## src/rtl/calendar_clock_core.sv

```systemverilog
// Binary calendar/clock core: prescaled second tick, carry chain through year,
// validated per-field writes with day clamping, 12/24 h view and alarm channels.
module calendar_clock_core #(
    parameter int CLK_HZ    = 50_000_000,
    parameter int TICK_HZ   = 1,
    parameter int FAST_HZ   = 10_000,
    parameter int N_ALARMS  = 2,
    parameter int YEAR_BASE = 2000
) (
    input  logic                clk,
    input  logic                rst,
    input  logic                run,
    input  logic                sel_fast,
    input  logic                wr_en,
    input  logic [2:0]          wr_field,
    input  logic [13:0]         wr_data,
    output logic                wr_err,
    input  logic                alm_wr,
    input  logic [2:0]          alm_idx,
    input  logic [4:0]          alm_hour,
    input  logic [5:0]          alm_min,
    input  logic                alm_on,
    input  logic [N_ALARMS-1:0] alm_ack,
    output logic [N_ALARMS-1:0] alm_hit,
    output logic [N_ALARMS-1:0] alm_flag,
    output logic                tick,
    output logic [5:0]          sec,
    output logic [5:0]          min,
    output logic [4:0]          hour,
    output logic [3:0]          hour12,
    output logic                pm,
    output logic [4:0]          day,
    output logic [3:0]          month,
    output logic [13:0]         year,
    output logic                leap
);

    localparam int DIV_SLOW = CLK_HZ / TICK_HZ;
    localparam int DIV_FAST = CLK_HZ / FAST_HZ;
    localparam int DIV_MAX  = (DIV_SLOW > DIV_FAST) ? DIV_SLOW : DIV_FAST;
    localparam int PW       = (DIV_MAX > 1) ? $clog2(DIV_MAX) : 1;
    localparam logic [PW-1:0] LIM_SLOW = PW'(DIV_SLOW - 1);
    localparam logic [PW-1:0] LIM_FAST = PW'(DIV_FAST - 1);
    localparam logic [13:0]   YEAR_RST = 14'(YEAR_BASE);

    function automatic logic is_leap(input logic [13:0] y);
        return ((y % 14'd4 == 14'd0) && (y % 14'd100 != 14'd0)) || (y % 14'd400 == 14'd0);
    endfunction

    function automatic logic [4:0] days_in(input logic [3:0] m, input logic [13:0] y);
        case (m)
            4'd2:                         return is_leap(y) ? 5'd29 : 5'd28;
            4'd4, 4'd6, 4'd9, 4'd11:      return 5'd30;
            default:                      return 5'd31;
        endcase
    endfunction

    function automatic logic [3:0] to_hour12(input logic [4:0] h);
        if (h == 5'd0) begin
            return 4'd12;
        end else if (h > 5'd12) begin
            return 4'(h - 5'd12);
        end else begin
            return 4'(h);
        end
    endfunction

    logic [PW-1:0] pre_r;
    logic          tick_ce_r;
    logic          pend_r;
    logic          sel_r;
    logic [4:0]    a_hour_r [N_ALARMS];
    logic [5:0]    a_min_r  [N_ALARMS];
    logic [N_ALARMS-1:0] a_on_r;

    logic [5:0]    sec_s, min_s;
    logic [4:0]    hour_s, day_s, dim_cur_s, dim_new_s;
    logic [3:0]    month_s;
    logic [13:0]   year_s;
    logic          wr_err_s, tick_s, pend_s, clr_pre_s, do_tick_s;
    logic [PW-1:0] lim_s;
    logic [N_ALARMS-1:0] hit_s;

    // Next-state: a write always wins the cycle; a coincident tick is parked in pend_r.
    always_comb begin
        sec_s     = sec;
        min_s     = min;
        hour_s    = hour;
        day_s     = day;
        month_s   = month;
        year_s    = year;
        wr_err_s  = 1'b0;
        tick_s    = 1'b0;
        hit_s     = '0;
        pend_s    = pend_r;
        clr_pre_s = 1'b0;
        lim_s     = sel_fast ? LIM_FAST : LIM_SLOW;
        dim_cur_s = days_in(month, year);
        dim_new_s = dim_cur_s;
        do_tick_s = tick_ce_r | pend_r;
        if (wr_en) begin
            pend_s = do_tick_s;
            case (wr_field)
                3'd0: begin
                    if (wr_data <= 14'd59) begin
                        sec_s     = wr_data[5:0];
                        clr_pre_s = 1'b1;
                    end else begin
                        wr_err_s = 1'b1;
                    end
                end
                3'd1: begin
                    if (wr_data <= 14'd59) min_s = wr_data[5:0];
                    else wr_err_s = 1'b1;
                end
                3'd2: begin
                    if (wr_data <= 14'd23) hour_s = wr_data[4:0];
                    else wr_err_s = 1'b1;
                end
                3'd3: begin
                    if (wr_data >= 14'd1 && wr_data <= {9'd0, dim_cur_s}) day_s = wr_data[4:0];
                    else wr_err_s = 1'b1;
                end
                3'd4: begin
                    if (wr_data >= 14'd1 && wr_data <= 14'd12) begin
                        month_s   = wr_data[3:0];
                        dim_new_s = days_in(wr_data[3:0], year);
                        day_s     = (day > dim_new_s) ? dim_new_s : day;
                    end else begin
                        wr_err_s = 1'b1;
                    end
                end
                3'd5: begin
                    if (wr_data <= 14'd9999) begin
                        year_s    = wr_data;
                        dim_new_s = days_in(month, wr_data);
                        day_s     = (day > dim_new_s) ? dim_new_s : day;
                    end else begin
                        wr_err_s = 1'b1;
                    end
                end
                default: wr_err_s = 1'b1;
            endcase
        end else if (do_tick_s) begin
            pend_s = 1'b0;
            tick_s = 1'b1;
            if (sec != 6'd59) begin
                sec_s = sec + 6'd1;
            end else begin
                sec_s = 6'd0;
                if (min != 6'd59) begin
                    min_s = min + 6'd1;
                end else begin
                    min_s = 6'd0;
                    if (hour != 5'd23) begin
                        hour_s = hour + 5'd1;
                    end else begin
                        hour_s = 5'd0;
                        if (day < dim_cur_s) begin
                            day_s = day + 5'd1;
                        end else begin
                            day_s = 5'd1;
                            if (month != 4'd12) begin
                                month_s = month + 4'd1;
                            end else begin
                                month_s = 4'd1;
                                year_s  = (year == 14'd9999) ? 14'd0 : year + 14'd1;
                            end
                        end
                    end
                end
            end
            for (int k = 0; k < N_ALARMS; k++) begin
                hit_s[k] = a_on_r[k] && (sec_s == 6'd0) && (hour_s == a_hour_r[k])
                           && (min_s == a_min_r[k]);
            end
        end else begin
            pend_s = pend_r;
        end
    end

    // Prescaler: cleared on a rate change or a second write, strobes tick_ce on wrap.
    always_ff @(posedge clk) begin
        if (rst) begin
            pre_r     <= '0;
            tick_ce_r <= 1'b0;
            sel_r     <= sel_fast;
        end else begin
            sel_r     <= sel_fast;
            tick_ce_r <= 1'b0;
            if (sel_fast != sel_r || clr_pre_s) begin
                pre_r <= '0;
            end else if (run) begin
                if (pre_r >= lim_s) begin
                    pre_r     <= '0;
                    tick_ce_r <= 1'b1;
                end else begin
                    pre_r <= pre_r + PW'(1);
                end
            end else begin
                pre_r <= pre_r;
            end
        end
    end

    // Time/date registers and derived views, all registered from next-state values.
    always_ff @(posedge clk) begin
        if (rst) begin
            sec      <= 6'd0;
            min      <= 6'd0;
            hour     <= 5'd0;
            day      <= 5'd1;
            month    <= 4'd1;
            year     <= YEAR_RST;
            hour12   <= 4'd12;
            pm       <= 1'b0;
            leap     <= is_leap(YEAR_RST);
            tick     <= 1'b0;
            wr_err   <= 1'b0;
            alm_hit  <= '0;
            alm_flag <= '0;
            pend_r   <= 1'b0;
        end else begin
            sec      <= sec_s;
            min      <= min_s;
            hour     <= hour_s;
            day      <= day_s;
            month    <= month_s;
            year     <= year_s;
            hour12   <= to_hour12(hour_s);
            pm       <= (hour_s >= 5'd12);
            leap     <= is_leap(year_s);
            tick     <= tick_s;
            wr_err   <= wr_err_s;
            alm_hit  <= hit_s;
            alm_flag <= (alm_flag & ~alm_ack) | hit_s;
            pend_r   <= pend_s;
        end
    end

    // Alarm channel registers; indices beyond the channel count match no k.
    always_ff @(posedge clk) begin
        if (rst) begin
            a_on_r <= '0;
            for (int k = 0; k < N_ALARMS; k++) begin
                a_hour_r[k] <= 5'd0;
                a_min_r[k]  <= 6'd0;
            end
        end else begin
            for (int k = 0; k < N_ALARMS; k++) begin
                if (alm_wr && alm_idx == 3'(k)) begin
                    a_hour_r[k] <= alm_hour;
                    a_min_r[k]  <= alm_min;
                    a_on_r[k]   <= alm_on;
                end else begin
                    a_hour_r[k] <= a_hour_r[k];
                    a_min_r[k]  <= a_min_r[k];
                    a_on_r[k]   <= a_on_r[k];
                end
            end
        end
    end

endmodule

```

## config.mk

```make
export PLATFORM = sky130hd
export DESIGN_NAME = calendar_clock_core
export DESIGN_NICKNAME = d
export VERILOG_FILES = /design/src/rtl/calendar_clock_core.sv
export SDC_FILE = /design/constraint.sdc
export NUM_CORES = 1
export LEC_CHECK = 0
export CORE_MARGIN = 4
export CORE_UTILIZATION = 55
export CTS_CLUSTER_DIAMETER = 50
export DETAILED_ROUTE_END_ITERATION = 8
export MAX_ROUTING_LAYER = met4
export PLACE_DENSITY_LB_ADDON = 0.05
export RECOVER_POWER = 100
export REMOVE_ABC_BUFFERS = 1
export SETUP_SLACK_MARGIN = 0.4
export SLEW_MARGIN = 15
export SYNTH_ARGS = -nofsm -noshare
export SYNTH_HDL_FRONTEND = slang
export SYNTH_SLANG_ARGS = --single-unit
```

## constraint.sdc

```tcl
create_clock -name clk -period 14.19 [get_ports clk]
set_clock_uncertainty 0.2 [all_clocks]
set_input_delay 3.5475 -clock clk [delete_from_list [all_inputs] [get_ports clk]]
set_output_delay 3.5475 -clock clk [all_outputs]
set_load 0.02 [all_outputs]
```

==> flow_summary.json <==
{
  "die_area_um2": 21940,
  "cts_tree": "yes",
  "r2r-end": "leap",
  "p_switching_uw": 389.6,
  "die_height_um": 148.1,
  "worst_setup_path_start_kind": "input pin",
  "pin_count": 92,
  "gr-max-usage-layer": "met2",
  "cts-buffers-inserted": 9,
  "fin_crit_ps": 13210,
  "max_stage_delay_ps": 740,
  "clock-sinks": 105,
  "setup_viol": 0,
  "violations": "max-capacitance violations, max-slew violations",
  "cp_num_buf_inv": 1,
  "n_antenna_cell": 0,
  "ant_nets": 0,
  "track_usage_pct": 27.73,
  "yosys_warnings": 0,
  "ctsHoldBuffers": 0,
  "htree_levels": 3,
  "wire_per_inst_um": 17.61,
  "rsz0062_at_grt": "no",
  "endpoint_kind": "flip-flop",
  "drt_iter0_drc": 888,
  "vias": 10870,
  "p_leak_uw": 0.004486,
  "clock-root-buffer": "clkbuf_16",
  "place_congestion": 0.9434,
  "drv_cap": 1,
  "power.share.clock_pct": 26.6,
  "grt_pass1_wl_um": 49910,
  "hp-class": "reg2reg",
  "finalInstanceArea_um2": 12110,
  "worst_pin_slew_ps": 2901,
  "antenna_found_initial": 0,
  "timing.final.max_slew_violations": 66,
  "fillers": 1776,
  "crit-reg2reg-launch": "year[12]",
  "hold_violations": 0,
  "period_share_pct": 93.06,
  "drc": 0,
  "initial_core_util_pct": 56.77,
  "crit_top_cell": "maj3_1",
  "rows": 50,
  "grt.met3_usage_pct": 5.210,
  "cp_max_fo": 16,
  "place.port_buffers": 91,
  "instances_no_fill": 1726,
  "placed_cells": 1710,
  "drtPass1Iterations": 6,
  "synth_edf_count": 22,
  "reg2reg_depth": 41,
  "grt_pass1_vias": 9973,
  "powerDensity_nw_per_um2": 81.92,
  "path_clk_slew_ps": 80,
  "max_freq_ghz": 0.07573,
  "r2r_setup_slack_ps": 1330,
  "clockBufferDepth": 2,
  "combPwrFrac_pct": 40.8,
  "swShare_pct": 39.28,
  "synth_cells": 1420,
  "seq_power_share_pct": 32.6,
  "fin_nets": 1540,
  "maxSlewHeadroom_pct": -93.42,
  "postCtsSetupBuffers": 0,
  "grt_overflow": 0,
  "async_flop_share_pct": 0,
  "min-delay-start": "alm_flag[0]",
  "post-route-util_pct": 63.66,
  "via_per_inst": 6.297,
  "clock_latency_ps": 360,
  "whs_path_depth": 1,
  "status": "finished, violations left",
  "seqCellArea_um2": 2322,
  "grt_max_degree": 66,
  "multi_input_area_um2": 7974,
  "crit_slowest_cell": "dlygate4sd3_1",
  "intPower_uw": 602.2,
  "crit_family": "compound AO/OA/AOI/OAI gates",
  "vdd_drop_max_uv": 79.60,
  "p_total_uw": 991.8,
  "layout-area-overhead-vs-synth_pct": 12.13,
  "ys_ff_latch": 105,
  "wl_um": 30400,
  "cts_resized": 0,
  "worstPathRequired_ps": 14130,
  "worst_hold_path.endpoint": "alm_flag[0]",
  "crit_type": "in2reg",
  "placed_area_um2": 11790,
  "use_met2_pct": 40.88,
  "synthDistinctLibCells": 116,
  "syn_area_per_cell_um2": 7.603,
  "core_area_um2": 19020,
  "synthFlopType": "dfxtp_1",
  "syn-cell-area_um2": 10800,
  "fin_tns_setup_ps": 0,
  "layout-drive-gt1-share_pct": 6.753,
  "arrival_ps": 13150,
  "met1_usage_pct": 39.94,
  "place_hpwl_um": 22790,
  "seq_area_frac_synth_pct": 21.51,
  "dieWidth_um": 148.1
}
cell usage after synthesis, drive strengths merged, types with 8 or more instances:
cell type	instances	share of area [%]
a31oi	18	1.2
mux2i	34	3.2
or2	14	0.81
and3	18	1.0
maj3	9	0.83
nand2b	28	1.6
buf	25	1.4
a22oi	11	0.89
a31o	8	0.65
o21a	13	0.90
inv	46	1.6
nor2	179	6.2
xor2	35	3.0
nor3	43	2.0
a21o	11	0.76
a211o	8	0.73
nor2b	24	1.4
a221oi	15	1.4
nand4	21	1.2
nand2	122	4.3
and2	25	1.5
a21oi	93	4.5
a2111oi	9	1.1
edfxtp	22	6.1
ha	39	4.5
o22ai	10	0.58
o21ai	77	3.6
o211ai	22	1.6
a211oi	25	2.0
nand3	48	2.3
nor4	23	1.4
clkbuf	49	1.7
xnor2	47	4.1
dfxtp	83	15
o31ai	17	1.5
or3	14	0.86
registers in the layout, indices dropped and copies added, names as in the netlist:
name       cells
month          4
year          14
tick           1
tick_ce_r      1
day            5
hour           5
alm_flag       2
pend_r         1
leap           1
alm_hit        2
wr_err         1
a_min_r       12
sel_r          1
pm             1
pre_r         26
a_on_r         2
a_hour_r      10
sec            6
hour12         4
min            6
cells by family (layout without fill, tap and decap cells):
kind of cell	count (synthesis)	count (layout)	share of synthesized area, %
AO/OA/AOI/OAI	422	422	29.24
XOR/XNOR	82	82	7.139
adder cells (fa/ha/maj)	48	48	5.354
buffers and inverters	122	168	4.751
flip-flops	105	105	21.51
multiplexers	41	41	4.021
AND/OR/NAND/NOR	600	600	27.99
cell type report:
cell class / instances / share of cell area (%)
flip-flops and latches: 105 / 19.18
multi-input cells: 1193 / 65.86
clock buffers: 9 / 1.860
inverters: 48 / 1.488
well taps: 260 / 2.687
repair buffers: 104 / 8.185
clock inverters: 7 / 0.7338
power groups by stage:
| stage | registers, uW | clock network, uW | logic, uW |
|---|---|---|---|
| after floorplan | 332 | 0 | 297 |
| after global placement | 330 | 0 | 392 |
| after CTS | 323 | 267 | 400 |
| after detailed placement | 330 | 0 | 398 |
| after global routing | 325 | 278 | 448 |
| final | 323 | 264 | 405 |
stage by stage:
stage / setup slack, ps / hold WS, ps
floorplan: 2156 / 260.0
global placement: 833.4 / 236.0
detailed placement: 545.2 / 247.1
CTS: 891.7 / 266.5
global route: 259.9 / 285.7
finish: 984.7 / 258.8
worst max path at each step:
stage | start | to | slack [ps] | cells after the start
final | wr_data[11] | day[4] | 980 | 38
after global routing | wr_data[11] | day[4] | 260 | 38
after CTS | wr_data[8] | day[4] | 890 | 38
after detailed placement | wr_data[8] | day[4] | 550 | 38
after global placement | wr_data[8] | day[4] | 830 | 38
after floorplan | wr_data[10] | day[4] | 2160 | 37
per-layer routing:
metal	routed length [um]	share of wire, %	vias up
li1	-	-	5390
met1	14490	48	5088
met2	13310	44	356
met3	2223	7.3	35
met4	371	1.2	0
met5	0	0	-
layout by cell type, fill, tap and decap left out, types with 13 or more instances in the layout:
cell type,netlist,routed
a211oi_1,20,20
nor2_1,178,178
nand2b_1,28,28
o21a_1,13,13
xnor2_1,44,43
o31ai_1,13,13
o21ai_0,68,69
nor4_1,22,22
a21oi_1,91,91
nor3_1,42,42
nor2b_1,24,24
nand4_1,21,21
and3_1,18,18
xor2_1,34,34
or3_1,13,13
dfxtp_1,83,83
inv_1,46,46
a31oi_1,17,17
and2_1,24,24
mux2i_1,32,32
nand2_1,119,119
dlygate4sd3_1,0,55
nand3_1,47,47
o211ai_1,21,21
edfxtp_1,22,22
ha_1,39,39
clkdlybuf4s50_1,0,33
Power figures use the tool's default switching activity.
